**src/rtl/rf_write_arbiter.sv**
```systemverilog
// -----------------------------------------------------------------------------
// rf_write_arbiter
//
// Purpose:
//   This block shares the single write port of rf_32 between two writeback
//   sources:
//     - primary:   the in-order pipeline writeback.
//     - secondary: a multi-cycle unit, such as mul/div or a load miss.
//   The primary source normally wins. The secondary source is forced through
//   once it has been refused for STARVE_LIMIT consecutive cycles.
//
//   A 32-bit pending-write scoreboard (busy_mask) lets the hazard unit stall
//   readers of registers that still have a secondary write outstanding.
//
// Ports:
//   clock, reset                : rising-edge clock; asynchronous active-high reset
//   pri_valid/ready/addr/data   : primary write request handshake
//   sec_valid/ready/addr/data   : secondary write request handshake
//   rsv_valid, rsv_addr         : reserve a destination for a future secondary write
//   busy_mask                   : bit n set = register n has a pending secondary write
//   write_addr/data/enabled     : registered write port driving rf_32
//
// Optional feature (macro RF_BYPASS_EN):
//   Adds read_addr_s/read_addr_t, rf_outA/rf_outB and read_data_s/read_data_t.
//   These give combinational forwarding of the write being committed this cycle.
//
// Parameters:
//   STARVE_LIMIT : consecutive refusals before the secondary is forced (1..15)
//   CNT_W        : starvation counter width; must be able to hold STARVE_LIMIT
// -----------------------------------------------------------------------------
module rf_write_arbiter #(
  parameter int STARVE_LIMIT = 4,
  parameter int CNT_W        = 4
) (
  input  logic        clock,
  input  logic        reset,
  input  logic        pri_valid,
  output logic        pri_ready,
  input  logic [4:0]  pri_addr,
  input  logic [31:0] pri_data,
  input  logic        sec_valid,
  output logic        sec_ready,
  input  logic [4:0]  sec_addr,
  input  logic [31:0] sec_data,
  input  logic        rsv_valid,
  input  logic [4:0]  rsv_addr,
  output logic [31:0] busy_mask,
  output logic [4:0]  write_addr,
  output logic [31:0] write_data,
  output logic        write_enabled
`ifdef RF_BYPASS_EN
  ,
  input  logic [4:0]  read_addr_s,
  input  logic [4:0]  read_addr_t,
  input  logic [31:0] rf_outA,
  input  logic [31:0] rf_outB,
  output logic [31:0] read_data_s,
  output logic [31:0] read_data_t
`endif
);

  localparam logic [CNT_W-1:0] LIMIT = CNT_W'(STARVE_LIMIT);

  logic [CNT_W-1:0] starve_cnt_reg;
  logic [31:0]      busy_mask_reg;
  logic [31:0]      busy_mask_next;
  logic [4:0]       write_addr_reg;
  logic [31:0]      write_data_reg;
  logic             write_enabled_reg;

  logic force_sec;
  logic pri_acc;
  logic sec_acc;

  // The secondary has been refused long enough, so it now wins the port.
  assign force_sec = (starve_cnt_reg == LIMIT);

  // The two ready equations are mutually exclusive whenever both requests
  // are valid, so at most one request is accepted per cycle.
  assign pri_ready = !reset && !(force_sec && sec_valid);
  assign sec_ready = !reset && (!pri_valid || force_sec);

  assign pri_acc = pri_valid && pri_ready;
  assign sec_acc = sec_valid && sec_ready;

  // Scoreboard update. The set is applied after the clear, so a reserve
  // wins over a secondary clear of the same register on the same edge.
  always_comb begin
    busy_mask_next = busy_mask_reg;
    if (sec_acc) begin
      busy_mask_next[sec_addr] = 1'b0;
    end
    if (rsv_valid && (rsv_addr != 5'd0)) begin
      busy_mask_next[rsv_addr] = 1'b1;
    end
  end

  always_ff @(posedge clock or posedge reset) begin
    if (reset) begin
      starve_cnt_reg    <= '0;
      busy_mask_reg     <= '0;
      write_addr_reg    <= '0;
      write_data_reg    <= '0;
      write_enabled_reg <= 1'b0;
    end else begin
      busy_mask_reg <= busy_mask_next;

      // A request accepted for $zero is still consumed, but the write
      // enable stays low so register 0 is never written.
      if (pri_acc) begin
        write_addr_reg    <= pri_addr;
        write_data_reg    <= pri_data;
        write_enabled_reg <= (pri_addr != 5'd0);
      end else if (sec_acc) begin
        write_addr_reg    <= sec_addr;
        write_data_reg    <= sec_data;
        write_enabled_reg <= (sec_addr != 5'd0);
      end else begin
        write_enabled_reg <= 1'b0;
      end

      // The counter only counts while the secondary is waiting and refused.
      // It clears on a grant and whenever the secondary stops requesting.
      if (sec_valid && !sec_ready) begin
        if (starve_cnt_reg != LIMIT) begin
          starve_cnt_reg <= starve_cnt_reg + 1'b1;
        end
      end else begin
        starve_cnt_reg <= '0;
      end
    end
  end

  assign busy_mask     = busy_mask_reg;
  assign write_addr    = write_addr_reg;
  assign write_data    = write_data_reg;
  assign write_enabled = write_enabled_reg;

`ifdef RF_BYPASS_EN
  // Forward the write being committed this cycle. Register 0 never matches,
  // because write_enabled is already low for it.
  assign read_data_s = (write_enabled_reg && (write_addr_reg == read_addr_s))
                       ? write_data_reg : rf_outA;
  assign read_data_t = (write_enabled_reg && (write_addr_reg == read_addr_t))
                       ? write_data_reg : rf_outB;
`endif

endmodule

```
**config.mk**
```make
export PLATFORM = sky130hd
export DESIGN_NAME = rf_write_arbiter
export DESIGN_NICKNAME = d
export VERILOG_FILES = /design/src/rtl/rf_write_arbiter.sv
export SDC_FILE = /design/constraint.sdc
export NUM_CORES = 1
export LEC_CHECK = 0
export ABC_AREA = 1
export CORE_ASPECT_RATIO = 1.4
export CORE_MARGIN = 5
export CORE_UTILIZATION = 44
export DETAILED_ROUTE_END_ITERATION = 10
export PLACE_DENSITY = 0.76
export SKIP_LAST_GASP = 1
export SLEW_MARGIN = 40
export SYNTH_ARGS = -nofsm -noshare
export SYNTH_HDL_FRONTEND = slang
export SYNTH_SLANG_ARGS = --single-unit
```
**constraint.sdc**
```tcl
create_clock -name clock -period 5.7 [get_ports clock]
set_clock_uncertainty 0.1 [all_clocks]
set_input_delay 1.14 -clock clock [delete_from_list [all_inputs] [get_ports clock]]
set_output_delay 1.14 -clock clock [all_outputs]
set_load 0.02 [all_outputs]
```
==> results of run 1 <==
final cells by class:
cell class	instances	area (um2)	area share [%]
clock inverter	2	10.01	0.1683
multi-input combinational	377	1722	28.95
tap	107	133.9	2.251
sequential	74	1852	31.14
inverter	97	366.6	6.165
timing repair buffer	160	1589	26.72
clock buffer	14	274.0	4.608
Yosys cell counts (all sizes together), types with 2 or more instances:
cell type / n
buf: 19
clkbuf: 7
dfrtp: 74
ha: 2
inv: 97
nand2: 220
nand3: 58
nand4: 42
nor2: 7
nor3: 9
o21a: 13
o21ai: 22
where the power goes:
group / switching, W / total (W) / internal, W
logic: 0.000315 / 0.000603 / 0.000288
clock network: 0.000206 / 0.000535 / 0.000329
registers: 0.0000684 / 0.000692 / 0.000624
tightest hold or removal path, stage by stage, from the launching register on:
cell and delay [ns]:
dfrtp_1 0.33, nand2_1 0.05, nand2_1 0.06
metal layers:
metal,global-route usage [%],up-vias
met5,0,-
met4,9.541,0
met3,6.949,27
met2,37.00,200
met1,29.98,1979
li1,-,2096
cell families after synthesis:
| logic type | count (synthesis) | share of synthesized area [%] |
|---|---|---|
| AND/OR/NAND/NOR | 337 | 35.99 |
| AO/OA/AOI/OAI | 36 | 5.234 |
| buffers and inverters | 123 | 12.16 |
| XOR/XNOR | 2 | 0.4311 |
| flip-flops | 74 | 45.57 |
| adder cells (fa/ha/maj) | 2 | 0.6157 |
worst paths after layout:
| path | to | cells after the start |
|---|---|---|
| worst max-delay path | sec_ready | 5 |
| worst min-delay path | write_data[14] | 2 |
| worst max register to register | write_data[12] | 8 |
| worst min register to register | write_data[14] | 2 |
| max in group asynchronous | write_data[28] | 3 |
| min in group asynchronous | starve_cnt_reg[0] | 2 |
metrics by stage:
step	instances	power, W
2_1_floorplan	574	0.0009818
3_3_place_gp	815	0.001290
3_5_place_dp	815	0.001303
4_1_cts	831	0.001849
5_1_grt	831	0.001923
6_report	831	0.001830
==> metrics.txt, run 1 <==
DR vias 4302; slowest CP cell clkdlybuf4s50_1; Synth top area share 45.57%; RSZ-0062 raised after global routing no; top layer in use met4; Syn Area/Cell 7.080 um2; Cell Chain, Critical Path clkdlybuf4s50_1, inv_4, nand2_1, inv_1, clkdlybuf4s50_1; Hold Path Class register to register; largest net degree at the start of global routing 65; fin. max-slew vios 0; final core utilization 65.87%; Synth cell types 21; clk_lat worst skew 0.33 ns; met1 WL 5.368 mm; Post-synth ARST share 100.0%; leak pwr 3.006 nW; Worst path max stage delay 0.60 ns; share of cells above drive strength 1 3.177%; core area 9029 um2; hold_sp write_data[14]; Initial Util 45.01%; status finished, final reports clean; Crit path max-delay family buffers and inverters; Longest Clk Path Bufs 2; wire per inst 15.51 um; Synth Flop Type dfrtp_1; most used cell, CP clkdlybuf4s50_1; worst path required time 4.46 ns; die height 123.7 um; DR iter-0 viols 282; post-synthesis sequential area ratio 45.57%; worst-margin pin slew 0.7622 ns; hold_ws 0.3742 ns; met2 WL 6.089 mm; DR WL met3 1.043 mm; GRT overflow 0; Area contributors post-synth dfrtp_1, nand2_1, inv_1; CP startpoint kind input port; synthesized flop and latch total 74; Root Buffer clkbuf_16; crit share post-route 73.98%; CTS-repair resized insts 0; dpl ws 1.455 ns; Post-synth EDFFs 0; CTS Sinks 74; first-pass GRT wire length 21.20 mm; YS warnings 0; Die ar. 11290 um2; initial antenna violation count 0; H-tree levels 3; Area Growth Syn to Fin 46.34%; most frequent cells in the layout nand2_1, clkdlybuf4s50_1, inv_1; nets 805; Pwr Density 307.8 nW/um2; Syn Inst Count 574; Worst R2R Start starve_cnt_reg[0]; Syn Std Cell Area 4064 um2; # port buffers 155; fin crit period 4.217 ns; drt first pass iters 5; Post-CTS Setup Inserts 0; Slew headroom 49.13%; Buf/Inv on CP 4; commonest non-fill, non-tap cell in the layout nand2_1; crit path kind input port to output port; leading area contributor after synthesis dfrtp_1; r2r setup slk 3.22 ns; via count of the first global-routing pass 4192; clock transition time at the flip-flop clock pins of the worst setup and hold paths 0.05 ns; Peak supply drop 0.2155 mV; die span in x 91.23 um; ant diodes 0; CTS Buf Count 9; Fmax 0.2371 GHz; Antenna Nets Post-Route 0; # setup viols final 0; hold-fix buffers at CTS 0; half-perimeter wire length after placement 9.321 mm; crit path from reset; Final Hold Viols 0; crit path capture type output port; I/O pin total 156; CTS tree built; Syn Nets 660; GRT Overall Usage 23.37%; Max-cap violations 0; RePlAce Congestion 0.9163; crit-path max FO 54; Final Instance Area 5947 um2; # fillers 776; Setup TNS 0 ns; DRC errors left 0; worst setup margin 1.483 ns; placed inst area 5663 um2; Vias per Instance 5.177; Worst EP arrival 2.98 ns; row count 41; total wire length 12.89 mm
No activity file was read; power rests on OpenSTA's default activity.
==> run 2, diff against run 1 <==
--- a/config.mk
+++ b/config.mk
@@ -8,9 +8,9 @@
 export ABC_AREA = 1
 export CORE_ASPECT_RATIO = 1.4
 export CORE_MARGIN = 5
-export CORE_UTILIZATION = 44
+export CORE_UTILIZATION = 40
 export DETAILED_ROUTE_END_ITERATION = 10
-export PLACE_DENSITY = 0.76
+export PLACE_DENSITY = 0.73
 export SKIP_LAST_GASP = 1
 export SLEW_MARGIN = 40
 export SYNTH_ARGS = -nofsm -noshare
==> constraint.sdc (replaced) <==
create_clock -name clock -period 3.7 [get_ports clock]
set_clock_uncertainty 0.1 [all_clocks]
set_input_delay 0.74 -clock clock [delete_from_list [all_inputs] [get_ports clock]]
set_output_delay 0.74 -clock clock [all_outputs]
set_load 0.02 [all_outputs]
==> run 2 against run 1 <==
Compared with the run above: core utilization down 5.6 points; highest routed layer unchanged; final cell count up 3.1%; global-route usage down 1.9 points; die area up 9.0%; worst hold slack better by 0.0026 ns; largest power group unchanged; clock power up 57%; worst setup slack worse by 0.89 ns; critical path depth unchanged; count of clock-buffer cells in the layout down 5; cell area up 0.90%; power up 55%; flip-flop and latch count unchanged.
==> metrics.txt, run 2 (synthesis gave the netlist of run 1 again) <==
footprint of the multi-input gates 1729 um2 (+0.44%); crit path kind input port to output port; Slew headroom 47.20% (-1.9 points); CTS Buf Count 9 (unchanged); Worst EP arrival 2.27 ns (-0.71 ns); met1 WL 5.182 mm (-3.5%); via count of the first global-routing pass 4303 (+2.6%); hold-fix buffers at CTS 0 (unchanged); Vias per Instance 5.057 (-2.3%); clk_lat worst skew 0.33 ns (about the same); DR iter-0 viols 234 (-17%); DRC errors left 0 (unchanged); initial antenna violation count 0 (unchanged); r2r worst-path depth 8 (unchanged); crit-path max FO 20 (-63%); CTS tree built; Fmax 0.3218 GHz; wire per inst 15.32 um (-1.3%); DR vias 4334 (+0.74%); Final Hold Viols 0 (unchanged); half-perimeter wire length after placement 9.215 mm (-1.1%); R2R Path End write_data[14]; CTS-repair resized insts 0 (unchanged); Register Area 1852 um2 (unchanged); Longest Clk Path Bufs 2 (unchanged); # fillers 882 (+14%); Hold Path Sink write_data[11]; # setup viols final 0 (unchanged); total wire length 13.13 mm (+1.8%); crit path capture type output port; met2 WL 6.550 mm (+7.6%); clock transition time at the flip-flop clock pins of the worst setup and hold paths 0.05 ns (about the same); r2r setup slk 1.20 ns (-2.02 ns); Final Non-Filler Cells 857 (+3.1%); Hold Path Class register to register; Antenna Nets Post-Route 0 (unchanged); Die ar. 12300 um2 (+9.0%); hold depth 2 (unchanged); share of cells above drive strength 1 3.186% (+0.0088 points); hold_sp write_data[11]; die span in x 95.19 um (+4.3%); drt first pass iters 7 (+2); row count 43 (+4.9%); RSZ-0062 raised after global routing no; Root Buffer clkbuf_16; leak pwr 2.998 nW (-0.25%); GRT Overall Usage 21.51% (-1.9 points); die height 129.3 um (+4.5%); nets 805 (unchanged); Worst R2R Start starve_cnt_reg[0]; ant diodes 0 (unchanged); fin. max-slew vios 0 (unchanged); RePlAce Congestion 0.9636 (+5.2%); I/O pin total 156 (unchanged); worst path required time 2.86 ns (-1.60 ns); # port buffers 155 (unchanged); Post-CTS Setup Inserts 0 (unchanged); most frequent cells in the layout nand2_1, clkdlybuf4s50_1, inv_1; Peak supply drop 0.3204 mV (+49%); CP startpoint kind input port; worst-margin pin slew 0.7912 ns (+0.02897 ns); Pwr Density 472.9 nW/um2 (+54%); GRT overflow 0 (unchanged); Setup TNS 0 ns (unchanged); first-pass GRT wire length 20.82 mm (-1.8%); top layer in use met4; Initial Util 40.83% (-4.2 points); core area 9953 um2 (+10%); H-tree levels 3 (unchanged); fin crit period 3.107 ns; DR WL met3 1.144 mm (+9.7%); CTS Sinks 74 (unchanged); Area Growth Syn to Fin 47.66%; status finished, final reports clean; crit share post-route 83.98%; commonest non-fill, non-tap cell in the layout nand2_1; Cell Count Post-Placement 843 (+3.4%); Max-cap violations 0 (unchanged); largest net degree at the start of global routing 99 (+52%)
## run 2: cell count changes in the layout (fill, tap and decap cells not counted), sizes merged
cell	change
clkbuf	-5
clkinvlp	+3
clkinv	-1
bufinv	+1
## run 2: worst max-delay path by stage
| stage | from | endpoint | slack [ns] | cells after the start |
|---|---|---|---|---|
| floorplan | reset | write_data[10] | 1.15 | 5 |
| global placement | reset | write_data[2] | 0.49 | 7 |
| detailed placement | reset | write_data[28] | 0.41 | 7 |
| CTS | reset | sec_ready | 0.58 | 5 |
| global route | reset | sec_ready | 0.45 | 5 |
| finish | reset | sec_ready | 0.59 | 5 |
## run 2: critical path, stage by stage
cell	delay, ns
clkdlybuf4s50_1	0.45
inv_4	0.24
nand2_1	0.14
inv_1	0.07
clkdlybuf4s50_1	0.61
## run 2: through the flow
step                hold slack, ns  total power [W]  worst slack, ns  cell area [um2]  utilization [%]
floorplan                   0.3997         0.001513            1.150             4065                -
global placement            0.3641         0.001992           0.4879             5718            57.45
detailed placement          0.3659         0.002008           0.4085             5718            57.45
CTS                         0.3805         0.002866           0.5830             6001            60.29
global route                0.4025         0.002997           0.4521             6001            60.29
finish                      0.3769         0.002838           0.5927             6001            60.29
## run 2: layout make-up
class,count,share of cell area (%)
clock buffer,9,3.753
clock inverter,5,0.9591
inverter,97,6.109
multi-input combinational,377,28.82
sequential,74,30.86
tap,135,2.815
timing repair buffer,160,26.69
## run 2: layer usage
metal  vias up  track usage [%]
met5         -                0
met4         0            7.647
met3        26            6.098
met2       204            35.92
met1      2009            26.36
li1       2095                -
## run 2: power by group
part / switching [W] / internal (W) / total [W]
Combinational: 0.000488 / 0.000446 / 0.000933
Sequential: 0.000104 / 0.000960 / 0.00106
Clock: 0.000327 / 0.000513 / 0.000840
Total: 0.000919 / 0.00192 / 0.00284
==> run 3, diff against run 2 <==
==> constraint.sdc (replaced) <==
create_clock -name clock -period 2.65 [get_ports clock]
set_clock_uncertainty 0.1 [all_clocks]
set_input_delay 0.53 -clock clock [delete_from_list [all_inputs] [get_ports clock]]
set_output_delay 0.53 -clock clock [all_outputs]
set_load 0.02 [all_outputs]
==> run 3 against run 2 <==
Compared with the run above: highest routed layer unchanged; count of clock-buffer cells in the layout unchanged; clock power is 56% higher; combinational power up 41%; power grew 45%; core utilization up 1.1 points; sequential share of layout area decreased by 0.56 points; critical path depth grew 1; global-route usage decreased by 0.33 points; final cell count increased by 1.3%; routed wire length down 2.1%; sequential power increased by 40%; critical path type is now register to output port.
==> metrics.txt, run 3 (synthesis gave the netlist of run 1 again) <==
status finished, final reports clean; # setup viols final 0 (unchanged); dpl ws 0.1419 ns (-0.2667 ns); die span in x 95.19 um (unchanged); Final Hold Viols 0 (unchanged); Fmax 0.3924 GHz; placed inst area 5786 um2 (+1.2%); Antenna Nets Post-Route 0 (unchanged); GRT overflow 0 (unchanged); CP startpoint kind register; Vias per Instance 4.953 (-2.1%); grt met3 use 4.820% (-1.3 points); I/O pin total 156 (unchanged); leak pwr 3.080 nW (+2.7%); Final Instance Area 6111 um2 (+1.8%); most frequent cells in the layout nand2_1, clkdlybuf4s50_1, inv_1; Initial Util 40.83% (unchanged); fin crit period 2.549 ns; grt met1 use 24.81% (-1.5 points); crit path capture type output port; DR iter-0 viols 166 (-29%); r2r setup slk 0.69 ns (-0.51 ns); CTS Buf Count 9 (unchanged); half-perimeter wire length after placement 9.477 mm (+2.8%); CTS tree built; Worst EP arrival 1.92 ns (-0.35 ns); RSZ-0062 raised after global routing no; via count of the first global-routing pass 4369 (+1.5%); crit path from starve_cnt_reg[0]; crit-path max FO 5 (-75%); H-tree levels 3 (unchanged); Max-cap violations 0 (unchanged); largest net degree at the start of global routing 74 (-25%); Longest Clk Path Bufs 2 (unchanged); Setup TNS 0 ns (unchanged); Worst R2R Start starve_cnt_reg[0]; row count 43 (unchanged); first-pass GRT wire length 20.44 mm (-1.8%); initial antenna violation count 0 (unchanged); nets 814 (+1.1%); wire per inst 14.80 um (-3.4%); most used routing layer met2; # port buffers 155 (unchanged); crit path kind register to output port; Area Growth Syn to Fin 50.37%; global-route met2 utilization 36.08% (+0.16 points); r2r worst-path depth 8 (unchanged); CTS Sinks 74 (unchanged); Critical Path End pri_ready; ant diodes 0 (unchanged); core area 9953 um2 (unchanged); clk_lat worst skew 0.34 ns (about the same); GRT Overall Usage 21.18% (-0.33 points); worst setup margin 0.1013 ns (-0.4915 ns); Die ar. 12300 um2 (unchanged); Post-CTS Setup Inserts 0 (unchanged); DRC errors left 0 (unchanged); fin. max-slew vios 0 (unchanged); Root Buffer clkbuf_16; crit share post-route 96.18%; commonest non-fill, non-tap cell in the layout nand2_1; worst-margin pin slew 0.6182 ns (-0.1730 ns); Hold Path Class register to register; clock transition time at the flip-flop clock pins of the worst setup and hold paths 0.06 ns (about the same); Slew headroom 58.64% (+11 points); Peak supply drop 0.4129 mV (+29%); die height 129.3 um (unchanged); R2R Path End busy_mask[5]; DR vias 4299 (-0.81%); RePlAce Congestion 0.9165 (-4.9%); share of cells above drive strength 1 4.638% (+1.5 points); drt first pass iters 5 (-2); worst path required time 2.02 ns (-0.84 ns); Pwr Density 672.0 nW/um2 (+42%); total wire length 12.84 mm (-2.1%)
[run 3: changes by cell type in the layout (fill, tap and decap cells not counted)]
| cell | previous run | this run |
|---|---|---|
| buf_6 | 0 | 1 |
| clkdlybuf4s50_1 | 155 | 154 |
| buf_4 | 4 | 12 |
| clkinvlp_4 | 3 | 2 |
| dlymetal6s2s_1 | 0 | 1 |
| bufinv_16 | 1 | 2 |
| clkinv_4 | 0 | 1 |
| clkinv_2 | 1 | 2 |
[run 3: power breakdown]
group          internal (W)  switching [W]  total [W]
registers           0.00134       0.000138    0.00148
clock network      0.000822       0.000490    0.00131
logic              0.000632       0.000685    0.00132
[run 3: per-layer routing]
layer  wire [um]  vias to the layer above
met5           0                        -
met1        5040                     2005
met3        1037                       23
met2        6390                      164
met4         375                        0
li1            -                     2107
[run 3: cell type report]
class	instances	area, um2
well taps	135	168.9
multi-input cells	377	1729
clock inverters	7	93.84
repair buffers	169	1675
fillers	881	3842
flip-flops and latches	74	1852
inverters	97	366.6
clock buffers	9	225.2
[run 3: critical path, cell delays in order (launching register included)]
cell             delay [ns]
dfrtp_1                0.40
inv_1                  0.06
ha_1                   0.20
nand4_1                0.12
nand2_1                0.07
inv_1                  0.11
clkdlybuf4s50_1        0.62
[run 3: timing repair]
action / in CTS / in global routing
resized for setup: 0 / 1
setup endpoints to repair: 0 / 1
hold buffers: 0 / 0
[run 3: per-stage QoR]
stage / utilization, % / hold WS [ns] / cells / power (W)
3_5_place_dp: 58.13 / 0.3643 / 852 / 0.002813
4_1_cts: 61.33 / 0.3799 / 868 / 0.004144
2_1_floorplan: - / 0.3997 / 574 / 0.002112
5_1_grt: 61.40 / 0.3929 / 868 / 0.004321
6_report: 61.40 / 0.3766 / 868 / 0.004107
3_3_place_gp: 58.13 / 0.3621 / 852 / 0.002794
[run 3: worst min-delay path by stage]
| stage | depth (start not counted) | start | endpoint |
|---|---|---|---|
| floorplan | 2 | starve_cnt_reg[1] | starve_cnt_reg[1] |
| global placement | 2 | write_data[11] | write_data[11] |
| detailed placement | 2 | write_data[19] | write_data[19] |
| CTS | 2 | write_data[10] | write_data[10] |
| global route | 2 | write_data[2] | write_data[2] |
| finish | 2 | write_data[10] | write_data[10] |
